## config.mk

```make
export PLATFORM = sky130hd
export DESIGN_NAME = a8_bus_sequencer_flat
export DESIGN_NICKNAME = d
export VERILOG_FILES = /design/src/rtl/a8_bus_sequencer_if.sv /design/src/rtl/a8_bus_sequencer.sv /design/src/flat_wrapper.sv
export SDC_FILE = /design/constraint.sdc
export NUM_CORES = 1
export LEC_CHECK = 0
export ABC_AREA = 1
export CORE_ASPECT_RATIO = 2
export CORE_MARGIN = 2
export CORE_UTILIZATION = 37
export CTS_CLUSTER_DIAMETER = 80
export CTS_CLUSTER_SIZE = 12
export DETAILED_ROUTE_END_ITERATION = 8
export DONT_BUFFER_PORTS = 1
export GPL_TIMING_DRIVEN = 0
export SLEW_MARGIN = 20
export SYNTH_ARGS = -nofsm -noshare
export SYNTH_HDL_FRONTEND = slang
export SYNTH_SLANG_ARGS = --single-unit
```

## constraint.sdc

```tcl
create_clock -name clk200 -period 3.7 [get_ports clk200]
set_input_delay 0.37 -clock clk200 [delete_from_list [all_inputs] [get_ports clk200]]
set_output_delay 0.37 -clock clk200 [all_outputs]
set_load 0.005 [all_outputs]
```

## src/rtl/a8_bus_sequencer_if.sv

```systemverilog
// rtl/a8_bus_sequencer_if.sv - captured bus-cycle event stream (valid/ready) between sequencer and consumers
interface a8_bus_sequencer_if;
  logic        evt_valid;
  logic        evt_ready;
  logic [15:0] evt_addr;
  logic [7:0]  evt_data;
  logic        evt_rw_n;
  logic        evt_dma;

  modport master (
    output evt_valid,
    output evt_addr,
    output evt_data,
    output evt_rw_n,
    output evt_dma,
    input  evt_ready
  );

  modport slave (
    input  evt_valid,
    input  evt_addr,
    input  evt_data,
    input  evt_rw_n,
    input  evt_dma,
    output evt_ready
  );
endinterface

```

## src/rtl/a8_bus_sequencer.sv

```systemverilog
// rtl/a8_bus_sequencer.sv - per-phi2-cycle A8 bus sequencer with claim/MPD drive and 4-deep event FIFO
module a8_bus_sequencer #(
  parameter int SYNC_STAGES = 2,
  parameter int ADDR_DLY    = 8,
  parameter int DATA_DLY    = 40,
  parameter int HOLD_CYCLES = 4
) (
  input  logic        clk200,
  input  logic        rst_n,
  input  logic        a8_clk_i,
  input  logic        a8_rw_n_i,
  input  logic        a8_halt_n_i,
  input  logic        a8_rst_n_i,
  input  logic [15:0] a8_addr_i,
  input  logic [7:0]  a8_data_i,
  input  logic [15:0] cfg_base_i,
  input  logic [15:0] cfg_mask_i,
  input  logic        cfg_claim_en_i,
  input  logic        cfg_mpd_en_i,
  input  logic        ovf_clr_i,
  output logic        a8_extsel_n_o,
  output logic        a8_mpd_n_o,
  output logic        ovf_o,
  output logic [7:0]  drop_cnt_o,
  output logic        short_err_o,
  a8_bus_sequencer_if.master evt
);

  localparam logic [5:0]        ADDR_DLY_C  = 6'(ADDR_DLY);
  localparam logic [5:0]        DATA_DLY_C  = 6'(DATA_DLY);
  localparam int                HOLD_W      = $clog2(HOLD_CYCLES) + 1;
  localparam logic [HOLD_W-1:0] HOLD_LAST_C = HOLD_W'(HOLD_CYCLES - 1);

  typedef enum logic [2:0] {
    S_IDLE      = 3'd0,
    S_ADDR_WAIT = 3'd1,
    S_DATA_WAIT = 3'd2,
    S_WAIT_FALL = 3'd3,
    S_HOLD      = 3'd4
  } state_e;

  // Synchronizer bit order: {a8_rst_n, a8_halt_n, a8_rw_n, a8_clk}
  logic [3:0] sync_q [SYNC_STAGES];
  logic       phi2_prev_q;
  logic       phi2_s, rw_n_s, halt_n_s, a8_rst_n_s;
  logic       rise, fall;

  state_e      state_q, state_d;
  logic [5:0]  cnt_q, cnt_d;
  logic [HOLD_W-1:0] hold_cnt_q, hold_cnt_d;

  // FSM control strobes
  logic cnt_clr, cnt_inc, hold_clr, hold_inc;
  logic addr_latch, evt_push, short_pulse, out_release;

  // Captured cycle attributes
  logic [15:0] addr_q;
  logic        rw_n_q, dma_q;
  logic        extsel_n_q, mpd_n_q, short_err_q;
  logic        claim_c, mpd_c;

  // Event FIFO {dma, rw_n, data, addr}
  logic [25:0] fifo_mem_q [4];
  logic [1:0]  wr_ptr_q, rd_ptr_q;
  logic [2:0]  count_q;
  logic        fifo_valid, fifo_full, pop, wr_en, drop;
  logic [25:0] head;
  logic        ovf_q;
  logic [7:0]  drop_cnt_q;

  // Bring the asynchronous A8 control lines into clk200 and remember last phi2 level
  always_ff @(posedge clk200 or negedge rst_n) begin
    if (!rst_n) begin
      for (int i = 0; i < SYNC_STAGES; i++) sync_q[i] <= 4'b1110;
      phi2_prev_q <= 1'b0;
    end else begin
      sync_q[0] <= {a8_rst_n_i, a8_halt_n_i, a8_rw_n_i, a8_clk_i};
      for (int i = 1; i < SYNC_STAGES; i++) sync_q[i] <= sync_q[i-1];
      phi2_prev_q <= sync_q[SYNC_STAGES-1][0];
    end
  end

  assign phi2_s     = sync_q[SYNC_STAGES-1][0];
  assign rw_n_s     = sync_q[SYNC_STAGES-1][1];
  assign halt_n_s   = sync_q[SYNC_STAGES-1][2];
  assign a8_rst_n_s = sync_q[SYNC_STAGES-1][3];
  assign rise       = phi2_s & ~phi2_prev_q;
  assign fall       = ~phi2_s & phi2_prev_q;

  // Claim decisions use the raw address, which is quasi-static at the sample point
  assign claim_c = cfg_claim_en_i & ((a8_addr_i & cfg_mask_i) == (cfg_base_i & cfg_mask_i)) & halt_n_s;
  assign mpd_c   = cfg_mpd_en_i & (a8_addr_i[15:11] == 5'b11011);

  // FSM state register
  always_ff @(posedge clk200 or negedge rst_n) begin
    if (!rst_n) state_q <= S_IDLE;
    else        state_q <= state_d;
  end

  // FSM next-state: A8 reset dominates, an early phi2 fall aborts to HOLD
  always_comb begin
    state_d = state_q;
    if (!a8_rst_n_s) begin
      state_d = S_IDLE;
    end else begin
      case (state_q)
        S_IDLE:      if (rise) state_d = S_ADDR_WAIT;
        S_ADDR_WAIT: begin
          if (fall)                    state_d = S_HOLD;
          else if (cnt_q == ADDR_DLY_C) state_d = S_DATA_WAIT;
        end
        S_DATA_WAIT: begin
          if (fall)                    state_d = S_HOLD;
          else if (cnt_q == DATA_DLY_C) state_d = S_WAIT_FALL;
        end
        S_WAIT_FALL: if (fall) state_d = S_HOLD;
        S_HOLD: begin
          if (rise)                           state_d = S_ADDR_WAIT;
          else if (hold_cnt_q == HOLD_LAST_C) state_d = S_IDLE;
        end
        default:     state_d = S_IDLE;
      endcase
    end
  end

  // FSM outputs: per-state strobes for counters, capture, push and pin release
  always_comb begin
    cnt_clr     = 1'b0;
    cnt_inc     = 1'b0;
    hold_clr    = 1'b0;
    hold_inc    = 1'b0;
    addr_latch  = 1'b0;
    evt_push    = 1'b0;
    short_pulse = 1'b0;
    out_release = 1'b0;
    if (!a8_rst_n_s) begin
      out_release = 1'b1;
    end else begin
      case (state_q)
        S_IDLE:      cnt_clr = rise;
        S_ADDR_WAIT: begin
          if (fall) begin
            short_pulse = 1'b1;
            hold_clr    = 1'b1;
          end else begin
            cnt_inc    = 1'b1;
            addr_latch = (cnt_q == ADDR_DLY_C);
          end
        end
        S_DATA_WAIT: begin
          if (fall) begin
            short_pulse = 1'b1;
            hold_clr    = 1'b1;
          end else begin
            cnt_inc  = 1'b1;
            evt_push = (cnt_q == DATA_DLY_C);
          end
        end
        S_WAIT_FALL: hold_clr = fall;
        S_HOLD: begin
          if (rise) begin
            out_release = 1'b1;
            cnt_clr     = 1'b1;
          end else begin
            hold_inc    = 1'b1;
            out_release = (hold_cnt_q == HOLD_LAST_C);
          end
        end
        default: out_release = 1'b1;
      endcase
    end
  end

  always_comb begin
    cnt_d = cnt_q;
    if (cnt_clr)      cnt_d = 6'd0;
    else if (cnt_inc) cnt_d = cnt_q + 6'd1;
    hold_cnt_d = hold_cnt_q;
    if (hold_clr)      hold_cnt_d = '0;
    else if (hold_inc) hold_cnt_d = hold_cnt_q + 1'b1;
  end

  // Cycle counters and registered bus-pin drive
  always_ff @(posedge clk200 or negedge rst_n) begin
    if (!rst_n) begin
      cnt_q       <= 6'd0;
      hold_cnt_q  <= '0;
      addr_q      <= 16'd0;
      rw_n_q      <= 1'b1;
      dma_q       <= 1'b0;
      extsel_n_q  <= 1'b1;
      mpd_n_q     <= 1'b1;
      short_err_q <= 1'b0;
    end else begin
      cnt_q       <= cnt_d;
      hold_cnt_q  <= hold_cnt_d;
      short_err_q <= short_pulse;
      if (addr_latch) begin
        addr_q <= a8_addr_i;
        rw_n_q <= rw_n_s;
        dma_q  <= ~halt_n_s;
      end
      if (out_release) begin
        extsel_n_q <= 1'b1;
        mpd_n_q    <= 1'b1;
      end else if (addr_latch) begin
        extsel_n_q <= ~claim_c;
        mpd_n_q    <= ~mpd_c;
      end
    end
  end

  assign fifo_valid = (count_q != 3'd0);
  assign fifo_full  = (count_q == 3'd4);
  assign pop        = fifo_valid & evt.evt_ready;
  assign wr_en      = evt_push & (~fifo_full | pop);
  assign drop       = evt_push & fifo_full & ~pop;
  assign head       = fifo_mem_q[rd_ptr_q];

  // FIFO storage needs no reset: the head is only exposed while valid
  always_ff @(posedge clk200) begin
    if (wr_en) fifo_mem_q[wr_ptr_q] <= {dma_q, rw_n_q, a8_data_i, addr_q};
  end

  // FIFO pointers, occupancy and overflow bookkeeping (drop set beats clear)
  always_ff @(posedge clk200 or negedge rst_n) begin
    if (!rst_n) begin
      wr_ptr_q   <= 2'd0;
      rd_ptr_q   <= 2'd0;
      count_q    <= 3'd0;
      ovf_q      <= 1'b0;
      drop_cnt_q <= 8'd0;
    end else begin
      if (wr_en) wr_ptr_q <= wr_ptr_q + 2'd1;
      if (pop)   rd_ptr_q <= rd_ptr_q + 2'd1;
      count_q <= count_q + {2'b00, wr_en} - {2'b00, pop};
      if (drop) begin
        ovf_q <= 1'b1;
        if (drop_cnt_q != 8'hFF) drop_cnt_q <= drop_cnt_q + 8'd1;
      end else if (ovf_clr_i) begin
        ovf_q <= 1'b0;
      end
    end
  end

  assign evt.evt_valid = fifo_valid;
  assign evt.evt_addr  = fifo_valid ? head[15:0]  : 16'd0;
  assign evt.evt_data  = fifo_valid ? head[23:16] : 8'd0;
  assign evt.evt_rw_n  = fifo_valid ? head[24]    : 1'b1;
  assign evt.evt_dma   = fifo_valid ? head[25]    : 1'b0;

  assign a8_extsel_n_o = extsel_n_q;
  assign a8_mpd_n_o    = mpd_n_q;
  assign ovf_o         = ovf_q;
  assign drop_cnt_o    = drop_cnt_q;
  assign short_err_o   = short_err_q;

endmodule

```

## src/flat_wrapper.sv

```systemverilog
// flat-port wrapper written by rule: the top's interface ports become plain ports
module a8_bus_sequencer_flat 
#(
  parameter int SYNC_STAGES = 2,
  parameter int ADDR_DLY    = 8,
  parameter int DATA_DLY    = 40,
  parameter int HOLD_CYCLES = 4
)
  (clk200, rst_n, a8_clk_i, a8_rw_n_i, a8_halt_n_i, a8_rst_n_i, a8_addr_i, a8_data_i, cfg_base_i, cfg_mask_i, cfg_claim_en_i, cfg_mpd_en_i, ovf_clr_i, a8_extsel_n_o, a8_mpd_n_o, ovf_o, drop_cnt_o, short_err_o, evt_evt_valid, evt_evt_addr, evt_evt_data, evt_evt_rw_n, evt_evt_dma, evt_evt_ready);
  a8_bus_sequencer_if evt_i ();
  input  logic clk200;
  input  logic rst_n;
  input  logic a8_clk_i;
  input  logic a8_rw_n_i;
  input  logic a8_halt_n_i;
  input  logic a8_rst_n_i;
  input  logic [15:0] a8_addr_i;
  input  logic [7:0] a8_data_i;
  input  logic [15:0] cfg_base_i;
  input  logic [15:0] cfg_mask_i;
  input  logic cfg_claim_en_i;
  input  logic cfg_mpd_en_i;
  input  logic ovf_clr_i;
  output logic a8_extsel_n_o;
  output logic a8_mpd_n_o;
  output logic ovf_o;
  output logic [7:0] drop_cnt_o;
  output logic short_err_o;
  output wire logic [$bits(evt_i.evt_valid)-1:0] evt_evt_valid;
  output wire logic [$bits(evt_i.evt_addr)-1:0] evt_evt_addr;
  output wire logic [$bits(evt_i.evt_data)-1:0] evt_evt_data;
  output wire logic [$bits(evt_i.evt_rw_n)-1:0] evt_evt_rw_n;
  output wire logic [$bits(evt_i.evt_dma)-1:0] evt_evt_dma;
  input wire logic [$bits(evt_i.evt_ready)-1:0] evt_evt_ready;
  assign evt_evt_valid = evt_i.evt_valid;
  assign evt_evt_addr = evt_i.evt_addr;
  assign evt_evt_data = evt_i.evt_data;
  assign evt_evt_rw_n = evt_i.evt_rw_n;
  assign evt_evt_dma = evt_i.evt_dma;
  assign evt_i.evt_ready = evt_evt_ready;
  a8_bus_sequencer #(.SYNC_STAGES(SYNC_STAGES), .ADDR_DLY(ADDR_DLY), .DATA_DLY(DATA_DLY), .HOLD_CYCLES(HOLD_CYCLES)) u_core (.clk200(clk200), .rst_n(rst_n), .a8_clk_i(a8_clk_i), .a8_rw_n_i(a8_rw_n_i), .a8_halt_n_i(a8_halt_n_i), .a8_rst_n_i(a8_rst_n_i), .a8_addr_i(a8_addr_i), .a8_data_i(a8_data_i), .cfg_base_i(cfg_base_i), .cfg_mask_i(cfg_mask_i), .cfg_claim_en_i(cfg_claim_en_i), .cfg_mpd_en_i(cfg_mpd_en_i), .ovf_clr_i(ovf_clr_i), .a8_extsel_n_o(a8_extsel_n_o), .a8_mpd_n_o(a8_mpd_n_o), .ovf_o(ovf_o), .drop_cnt_o(drop_cnt_o), .short_err_o(short_err_o), .evt(evt_i));
endmodule
```

==> parameters.txt, run 1 <==
Parameter                              Value

Setup path
  Nature of the critical path startpoint    flop
  Register-to-Register Path Depth    9
  Element type at the critical path end    output port
  Slowest stage delay, CP    around 0.44 ns
  Req. time, crit path    between 3 and 4 ns
  Slowest cell on the critical path    clkbuf_1
  Max Fanout on Critical Path    10
  Data arrival time of the critical path    around 2.1 ns
  Path type of the worst setup path    flop to output port
  Worst path cell trace    buf_2 -> inv_2 -> clkbuf_1 -> o21ai_0 -> a21oi_1

Timing
  Final setup fails    0
  Clock period minus worst slack    around 2.5 ns
  Post-Route Skew    ~0.014 ns
  Max-slew headroom    0.4292
  RSZ-0062 raised after global routing    false
  Crit share post-route    0.6717
  Number of pins exceeding their max-slew limit in the final report    0
  Post-route setup TNS    0 ns
  Highest clock rate    402.3 MHz
  Final-report hold violation count    0
  Slew of the pin with the lowest slew margin    around 0.85 ns

Clocking
  Clock Sinks    ~160
  Worst-Skew Late Latency    0.42 ns
  CTS tree    yes
  Maximum root-to-sink buffer count    2
  CTS H-Tree Depth    4
  Clock tree root driver cell    clkbuf_16
  Clock-pin slew reported for the worst setup and hold paths after clock tree synthesis    ~0.070 ns
  Number of clock buffers inserted by TritonCTS    17

Cells and area
  Fraction of final layout cells with drive strength greater than 1    0.1631
  Number of filler instances in the final layout    1,869
  Most frequent cells in the layout    nor2_1, edfxtp_1, nand2_1
  Most common library cell in the layout ignoring fill and taps    nor2_1
  Nets@finish    about 800
  Sequential Area    roughly 4600 µm²
  ANT cells    0
  Area taken by multi-input logic gates    ~2300 µm²
  Signed area change from the synthesized netlist to the final layout    15.41%
  Number of non-filler instances in the completed layout    a little over 1,000

Outcome
  Run status    finished clean

Global route
  Number of antenna violations at the first check in global routing    0
  GRT overflow    0
  Via count of the first global-routing pass    slightly above 5,000
  Pin count of the biggest net entering global routing    59
  Total track usage    0.1663
  Global-route wire length before repair    roughly 26,000 µm

Power and ir drop
  Switching part of the total power    0.3443
  Standby leakage power    around 3.2 nW
  Power density over the cells    approximately 630 nW/µm²
  Total internal power    3.495 mW
  Clock network fraction of design power    0.323
  Worst supply voltage drop on vdd    0.3939 mV
  Part of the power in registers    0.407
  Power spent charging and discharging nets    around 1.8 mW
  Combinational share of power    0.269

Floorplan
  Die area    20,910 µm²
  Starting Density    0.3764
  Std-Cell Rows    72
  Floorplan die width    just over 100 µm
  Count of boundary I/O pins    approximately 110
  Die boundary height    slightly above 200 µm
  Core area    19,370 µm²

Place
  Final RePlAce weighted congestion    0.7666
  Number of placed instances with taps included    approximately 970
  Input/output buffers    0
  Post-DP HPWL    11,940 µm

Yosys
  Per-instance average area after synthesis    about 10 µm²
  Cell count after synthesis    roughly 700
  Yosys synthesis warning count    0
  Share of synthesized area occupied by flip-flops and latches    0.6290
  Mapped Nets    between 700 and 800
  Flip-flop and latch count after synthesis    ~160
  Count of cell types in the netlist    39
  Mapped Area    7291 µm²

Detailed routing
  Final WL    16,230 µm
  Count of nets left with antenna violations after detail routing    0
  Number of vias per cell after detailed routing    4.835
  Drt pass-1 iters    4
  Mean routed wirelength per cell    16.12 µm
  Number of DRC markers after the initial detailed-route iteration    192
  DR vias    ~5,000
  DR DRC count    0

Hold path
  Path class of the lowest-slack min-delay path    input pin to flop
  Instance count along the most critical hold path    0

Run
  Count of max-cap constraint violations    0
-- power by group through the flow --
stage	Sequential (mW)	Clock, mW	Combinational [mW]
finish	2.17	1.72	1.44
global placement	2.20	0	1.42
global route	2.19	1.83	1.61
detailed placement	2.21	0	1.44
floorplan	2.18	0	1.01
CTS	2.17	1.76	1.47
-- Yosys cell counts, drive strengths merged --
cell type,n,area [µm²]
o21bai,1,7.510
o21ai,69,356.6
o31ai,1,7.510
dfstp,9,236.5
nand3b,2,15.01
nor2,157,696.9
o311ai,1,8.760
or2,2,12.51
xnor2,2,17.52
xor2,5,43.79
ha,11,137.6
o21a,1,7.510
buf,14,90.08
edfxtp,104,3123
nand4,5,37.53
inv,79,296.5
dfrtp,49,1226
clkbuf,8,30.03
o22ai,1,6.260
fa,1,20.02
nand3,39,225.2
nor3,3,15.01
a21oi,44,265.3
nand2,98,407.9
-- cells by family after synthesis --
| kind of cell | count (synthesis) | synth area share |
|---|---|---|
| xor gates and xnor gates | 7 | 0.008409 |
| DFF | 162 | 0.6290 |
| and+or+nand+nor | 306 | 0.1934 |
| AOI/OAI and AO/OA | 118 | 0.09044 |
| adders and majority gates | 12 | 0.02162 |
| buffers and inverters | 101 | 0.05715 |
-- sequential cells by signal, summed over array words and instances, names as in the netlist, 2 cells and up --
register,cells
u_core.fifo_mem_q,104
u_core.addr_q,16
u_core.drop_cnt_o,8
u_core.cnt_q,6
u_core.sync_q,4
u_core.count_q,3
u_core.hold_cnt_q,3
u_core.state_q,3
u_core.rd_ptr_q,2
u_core.wr_ptr_q,2
-- critical path, delay by kind of cell (launching register included) --
kind | cells | cell delay (ns)
flops | 1 | 0.37
compound gates | 2 | 0.58
buf+inv | 3 | 0.74
-- area by class of cell --
class,count,area share
Multi-Input combinational cell,443,0.2755
Tap cell,259,0.03851
Sequential cell,162,0.5450
Buffer,22,0.01428
Clock inverter,14,0.01814
Clock buffer,18,0.05100
Inverter,79,0.03524
Timing Repair Buffer,10,0.02230
-- worst paths after layout --
path | from | to | slack (ns)
max | u_core.rd_ptr_q[0] | evt_evt_addr[8] | 1.21
min | a8_data_i[3] | u_core.fifo_mem_q[1][19] | 0.04
max reg2reg | u_core.count_q[1] | u_core.count_q[2] | 1.38
min reg2reg | u_core.sync_q[4] | u_core.phi2_s | 0.35
max in group asynchronous | rst_n | u_core.halt_n_s | 2.90
min in group asynchronous | rst_n | u_core.drop_cnt_o[5] | 0.47
-- layer usage --
metal | routed length (µm) | global-route usage | up-vias
met5 | 0 | 0 | -
met4 | 442 | 0.06955 | 0
met3 | 646 | 0.03649 | 21
met2 | 9175 | 0.3110 | 123
met1 | 5967 | 0.1719 | 2332
li1 | - | - | 2393
-- what timing repair did --
action	in CTS	in global routing
setup buffers	0	0
hold endpoints to repair	62	0
resized for setup	0	0
hold buffers	6	0
-- per-stage QoR --
step	utilization	hold WS, ns	setup WS, ns	power [mW]	cell area (µm²)
2_1_floorplan	-	0.07441	1.077	3.184	7291
3_3_place_gp	0.3932	0.07848	0.06683	3.617	7615
3_5_place_dp	0.4004	0.07828	1.379	3.642	7755
4_1_cts	0.4344	0.02375	1.267	5.391	8414
5_1_grt	0.4344	0.02263	1.164	5.623	8414
6_report	0.4344	0.04142	1.215	5.330	8414
Note: power is estimated with default switching activity, not from simulation.
==> run 2, diff against run 1 <==
==> constraint.sdc (replaced) <==
create_clock -name clk200 -period 2.1 [get_ports clk200]
set_input_delay 0.21 -clock clk200 [delete_from_list [all_inputs] [get_ports clk200]]
set_output_delay 0.21 -clock clk200 [all_outputs]
set_load 0.005 [all_outputs]
==> run 2 against run 1 <==
Sequential share of layout area decreased by 2.1 points. Critical path depth down 1. Flip-flop and latch count did not move. Die area unchanged. Via count grew 3.1%. Register-to-register slack lost 1.3 ns. Largest power group unchanged. Highest routed layer unchanged.
==> parameters.txt, run 2 (synthesized netlist as in run 1, its figures left out) <==
Parameter                              Value

Outcome
  Run status    finished clean

Cells and area
  Signed area change from the synthesized netlist to the final layout    19.94%
  Cell area after layout    8745 µm² (+3.9%)
  Most common library cell in the layout ignoring fill and taps    nor2_1
  Register with the highest flop count    u_core.fifo_mem_q
  Fraction of final layout cells with drive strength greater than 1    0.1857 (+0.02256)
  Most frequent cells in the layout    nor2_1, edfxtp_1, nand2_1
  Nets@finish    846 (+4.1%)
  Number of flip-flops in the largest register    104 (unchanged)
  Number of non-filler instances in the completed layout    1,040 (+3.3%)
  ANT cells    0 (unchanged)

Clocking
  CTS H-Tree Depth    4 (unchanged)
  Clock tree root driver cell    clkbuf_16
  Number of clock buffers inserted by TritonCTS    17 (unchanged)
  Clock Sinks    162 (unchanged)
  Clock-pin slew reported for the worst setup and hold paths after clock tree synthesis    0.07 ns (about the same)
  Maximum root-to-sink buffer count    2 (unchanged)
  Worst-Skew Late Latency    0.42 ns (about the same)
  CTS tree    yes

Detailed routing
  Number of DRC markers after the initial detailed-route iteration    246 (+28%)
  Mean routed wirelength per cell    16.19 µm (+0.46%)
  DR vias    5,019 (+3.1%)
  Drt pass-1 iters    4 (unchanged)
  Number of vias per cell after detailed routing    4.826 (-0.19%)
  Count of nets left with antenna violations after detail routing    0 (unchanged)
  Final WL    16,840 µm (+3.8%)
  DR DRC count    0 (unchanged)

Floorplan
  Die area    20,910 µm² (unchanged)
  Std-Cell Rows    72 (unchanged)
  Starting Density    0.3764 (unchanged)
  Core area    19,370 µm² (unchanged)
  Count of boundary I/O pins    105 (unchanged)
  Die boundary height    202.5 µm (unchanged)
  Floorplan die width    103.3 µm (unchanged)

Timing
  RSZ-0062 raised after global routing    false
  Slew of the pin with the lowest slew margin    0.8431 ns (-0.002331 ns)
  Clock period minus worst slack    approximately 2.0 ns
  Min setup slack post-route    0.05314 ns (-1.161 ns)
  Post-Route Skew    0.01107 ns (-0.002735 ns)
  Highest clock rate    about 490 MHz
  Final setup fails    0 (unchanged)
  Max-slew headroom    0.4308 (+0.001574)
  Number of pins exceeding their max-slew limit in the final report    0 (unchanged)
  Final-report hold violation count    0 (unchanged)
  Post-route setup TNS    0 ns (unchanged)
  Crit share post-route    0.9747

Global route
  GRT overflow    0 (unchanged)
  Total track usage    0.1718 (+0.005474)
  Via count of the first global-routing pass    5,125 (+0.53%)
  Number of antenna violations at the first check in global routing    0 (unchanged)
  Global-route wire length before repair    26,560 µm (+2.7%)
  Pin count of the biggest net entering global routing    59 (unchanged)

Power and ir drop
  Post-layout total power    9.457 mW (+77%)
  Worst supply voltage drop on vdd    0.5843 mV (+48%)
  Standby leakage power    3.346 nW (+5.6%)
  Switching part of the total power    0.3461 (+0.001762)
  Part of the power in registers    0.405 (-0.002)
  Power spent charging and discharging nets    3.273 mW (+78%)
  Combinational share of power    0.281 (+0.012)
  Total internal power    6.184 mW (+77%)
  Power density over the cells    1082 nW/µm² (+71%)
  Clock network fraction of design power    0.314 (-0.009)

Setup path
  Bufs and invs on worst path    2 (-1)
  Path type of the worst setup path    flop to output port
  Data arrival time of the critical path    1.84 ns (-0.28 ns)
  Max Fanout on Critical Path    10 (unchanged)
  Nature of the critical path startpoint    flop
  Element type at the critical path end    output port
  CP delay by family, top    compound AO/OA/AOI/OAI gates
  Req. time, crit path    1.89 ns (-1.44 ns)
  Slowest stage delay, CP    0.70 ns (+0.26 ns)
  Worst path cell trace    buf_2 -> inv_2 -> nor2_1 -> o311ai_0
  Slowest cell on the critical path    o311ai_0

Run
  Count of max-cap constraint violations    0 (unchanged)

Hold path
  Path class of the lowest-slack min-delay path    input pin to flop

Place
  Place WS    -0.2274 ns (-1.607 ns)
  Dpl cell area    7740 µm² (-0.19%)
  Input/output buffers    0 (unchanged)
  Post-DP HPWL    12,160 µm (+1.8%)
  Number of placed instances with taps included    969 (unchanged)
  Final RePlAce weighted congestion    0.7791 (+1.6%)
-- run 2: worst min-delay path, delay by kind of cell --
family           cells  cell delay [ns]
AND/OR/NAND/NOR      2             0.14
AO/OA/AOI/OAI        1             0.07
-- run 2: layer usage --
layer,vias to the layer above,wire (µm),track usage
met3,26,626,0.03339
li1,2466,-,-
met5,-,0,0
met4,0,473,0.07707
met2,119,9673,0.3258
met1,2408,6067,0.1733
-- run 2: power groups by stage --
stage / sequential (mW) / combinational [mW] / clock, mW
floorplan: 3.83 / 1.78 / 0
global placement: 3.88 / 2.51 / 0
detailed placement: 3.89 / 2.53 / 0
CTS: 3.82 / 2.66 / 3.02
global route: 3.85 / 3.01 / 3.14
finish: 3.83 / 2.66 / 2.97
-- run 2: final timing paths --
path,start,endpoint,slack [ns],cells after the start
worst min-delay path,a8_addr_i[14],u_core.a8_mpd_n_o,0.03,3
worst max-delay path,u_core.rd_ptr_q[0],evt_evt_rw_n,0.05,4
worst max register to register,u_core.a8_rst_n_s,u_core.fifo_mem_q[1][3],0.10,9
max in group asynchronous,rst_n,u_core.a8_rst_n_s,1.47,2
min in group asynchronous,rst_n,u_core.drop_cnt_o[3],0.30,2
worst min register to register,u_core.sync_q[4],u_core.phi2_s,0.36,0
-- run 2: final cells by class --
type                    instances  area (µm²)
flip-flops and latches        162        4586
multi-input cells             443        2342
repair buffers                 43       483.0
inverters                      79       296.5
well taps                     259       324.1
clock buffers                  19       442.9
plain buffers                  22       145.1
clock inverters                13       125.1
fillers                      1810       10620
-- run 2: what timing repair did --
action,in CTS,in global routing
endpoints found under the hold margin,112,0
hold buffers,31,0
endpoints found under the setup margin,76,37
pin swaps,4,3
setup buffers,5,3
resized for setup,9,12
-- run 2: through the flow --
stage                     utilization  hold WS, ns
after floorplan                     -     -0.08559
after global placement         0.3937     -0.08137
after detailed placement       0.3996     -0.08197
after CTS                      0.4487     0.006230
after global routing           0.4515      0.06849
final                          0.4515      0.03042
==> run 3, diff against run 2 <==
--- a/config.mk
+++ b/config.mk
@@ -14,6 +14,7 @@
 export DETAILED_ROUTE_END_ITERATION = 8
 export DONT_BUFFER_PORTS = 1
 export GPL_TIMING_DRIVEN = 0
+export SKIP_LAST_GASP = 1
 export SLEW_MARGIN = 20
 export SYNTH_ARGS = -nofsm -noshare
 export SYNTH_HDL_FRONTEND = slang
==> run 3 against run 2 <==
Non-clock buffer count did not move. Worst hold slack lost 0.00057 ns. Wire length increased by 0.34%. Clock-buffer cell count is the same. Core utilization barely moved. Highest routed layer unchanged.
==> parameters.txt, run 3 (synthesized netlist as in run 1, its figures left out) <==
Parameter                              Value

Detailed routing
  Number of DRC markers after the initial detailed-route iteration    250 (+1.6%)
  Metal3 WL    625 µm (-0.16%)
  DR DRC count    0 (unchanged)
  Met2 Routed Length    9718 µm (+0.47%)
  Top layer used by detailed routing    met4
  Number of vias per cell after detailed routing    4.821 (about the same)
  Count of nets left with antenna violations after detail routing    0 (unchanged)
  Drt pass-1 iters    4 (unchanged)
  Routed met1 length    6084 µm (+0.28%)
  Mean routed wirelength per cell    16.25 µm (+0.34%)
  Final WL    16,900 µm (+0.34%)
  DR vias    5,014 (-0.10%)

Clocking
  Clock tree root driver cell    clkbuf_16
  CTS H-Tree Depth    4 (unchanged)
  Clock-pin slew reported for the worst setup and hold paths after clock tree synthesis    0.07 ns (about the same)
  CTS tree    yes
  Maximum root-to-sink buffer count    2 (unchanged)
  Number of clock buffers inserted by TritonCTS    17 (unchanged)
  Worst-Skew Late Latency    0.42 ns (about the same)
  Clock Sinks    162 (unchanged)

Setup path
  Data arrival time of the critical path    1.83 ns (about the same)
  Max Fanout on Critical Path    10 (unchanged)
  Req. time, crit path    1.89 ns (about the same)
  Nature of the critical path startpoint    flop
  Element type at the critical path end    output port
  Path type of the worst setup path    flop to output port

Place
  Final RePlAce weighted congestion    0.7791 (unchanged)
  Post-DP HPWL    12,160 µm (unchanged)
  Place WS    -0.2274 ns (unchanged)
  Number of placed instances with taps included    969 (unchanged)
  Input/output buffers    0 (unchanged)

Floorplan
  Core area    19,370 µm² (unchanged)
  Die boundary height    202.5 µm (unchanged)
  Die area    20,910 µm² (unchanged)
  Count of boundary I/O pins    105 (unchanged)
  Starting Density    0.3764 (unchanged)
  Std-Cell Rows    72 (unchanged)
  Floorplan die width    103.3 µm (unchanged)

Power and ir drop
  Standby leakage power    3.345 nW (about the same)
  Switching part of the total power    0.3465 (+0.0004241)
  Clock network fraction of design power    0.314 (about the same)
  Power density over the cells    1081 nW/µm² (about the same)
  Power spent charging and discharging nets    3.274 mW (about the same)
  Worst supply voltage drop on vdd    0.5815 mV (-0.47%)
  Combinational share of power    0.281 (about the same)
  Part of the power in registers    0.405 (about the same)
  Total internal power    6.176 mW (-0.14%)

Cells and area
  Nets@finish    846 (unchanged)
  Signed area change from the synthesized netlist to the final layout    19.87% (about the same)
  Most common library cell in the layout ignoring fill and taps    nor2_1
  Register with the highest flop count    u_core.fifo_mem_q
  Area taken by multi-input logic gates    2342 µm² (unchanged)
  Number of non-filler instances in the completed layout    1,040 (unchanged)
  Number of filler instances in the final layout    1,812 (+0.11%)
  Fraction of final layout cells with drive strength greater than 1    0.1857 (unchanged)
  ANT cells    0 (unchanged)
  Most frequent cells in the layout    nor2_1, edfxtp_1, nand2_1
  Sequential Area    4586 µm² (unchanged)
  Share of the core filled with cells    0.4512 (about the same)
  Number of flip-flops in the largest register    104 (unchanged)

Global route
  Via count of the first global-routing pass    5,125 (unchanged)
  Number of antenna violations at the first check in global routing    0 (unchanged)
  Total track usage    0.1718 (unchanged)
  Pin count of the biggest net entering global routing    59 (unchanged)
  Global-route wire length before repair    26,560 µm (unchanged)
  GRT overflow    0 (unchanged)

Run
  Count of max-cap constraint violations    0 (unchanged)

Timing
  Slew of the pin with the lowest slew margin    0.8431 ns (-0.000001371 ns)
  Min setup slack post-route    0.05563 ns (+0.002490 ns)
  Clock period minus worst slack    2.044 ns (-0.002490 ns)
  Highest clock rate    489.1 MHz (+0.12%)
  Number of pins exceeding their max-slew limit in the final report    0 (unchanged)
  Max-slew headroom    0.4308 (about the same)
  Post-Route Skew    0.01049 ns (-0.0005746 ns)
  Post-route setup TNS    0 ns (unchanged)
  RSZ-0062 raised after global routing    true
  Crit share post-route    0.9735 (-0.001186)
  Final setup fails    0 (unchanged)
  Final-report hold violation count    0 (unchanged)

Outcome
  Run status    finished clean

Hold path
  Path class of the lowest-slack min-delay path    input pin to flop
## run 3: area by class of cell
type	instances	area share
sequential	162	0.5247
multi-input combinational	443	0.2680
timing repair buffer	43	0.05526
clock buffer	19	0.05068
tap	259	0.03708
inverter	79	0.03393
buffer	22	0.01603
clock inverter	13	0.01432
## run 3: timing repair
item / in CTS / in global routing
endpoints found under the setup margin: 76 / 49
gates cloned: 0 / 0
setup buffers: 5 / 3
pin swaps: 4 / 3
gates resized for setup: 8 / 11
hold buffers: 31 / 0
endpoints found under the hold margin: 112 / 0
## run 3: worst paths after layout
| path | startpoint | endpoint | slack, ns | cells past startpoint |
|---|---|---|---|---|
| worst max-delay path | u_core.rd_ptr_q[0] | evt_evt_rw_n | 0.06 | 4 |
| worst min-delay path | a8_addr_i[14] | u_core.a8_mpd_n_o | 0.03 | 3 |
| worst max register to register | u_core.a8_rst_n_s | u_core.fifo_mem_q[1][3] | 0.10 | 9 |
| worst min register to register | u_core.sync_q[4] | u_core.phi2_s | 0.36 | 0 |
| max in group asynchronous | rst_n | u_core.a8_rst_n_s | 1.47 | 2 |
| min in group asynchronous | rst_n | u_core.drop_cnt_o[3] | 0.30 | 2 |
## run 3: metrics by stage
step	power [mW]	instance area (µm²)	hold slack [ns]
after floorplan	5.610	7301	-0.08559
after global routing	9.996	8740	0.06849
final	9.450	8740	0.02986
after CTS	9.508	8686	0.006230
after detailed placement	6.416	7740	-0.08197
after global placement	6.384	7625	-0.08137
## run 3: power groups by stage
stage	Sequential [mW]	Clock, mW	Combinational, mW
3_3_place_gp	3.88	0	2.51
3_5_place_dp	3.89	0	2.53
4_1_cts	3.82	3.02	2.66
5_1_grt	3.85	3.14	3.00
2_1_floorplan	3.83	0	1.78
6_report	3.83	2.97	2.65
## run 3: routing by layer
metal | vias up | global-route usage
met1 | 2405 | 0.1733
met2 | 121 | 0.3258
met4 | 0 | 0.07707
li1 | 2463 | -
met3 | 25 | 0.03339
met5 | - | 0
## run 3: worst max-delay path, stage by stage (launching register included)
cell      delay [ns]
dfrtp_1         0.35
buf_2           0.18
inv_2           0.12
nor2_1          0.05
o311ai_0        0.70
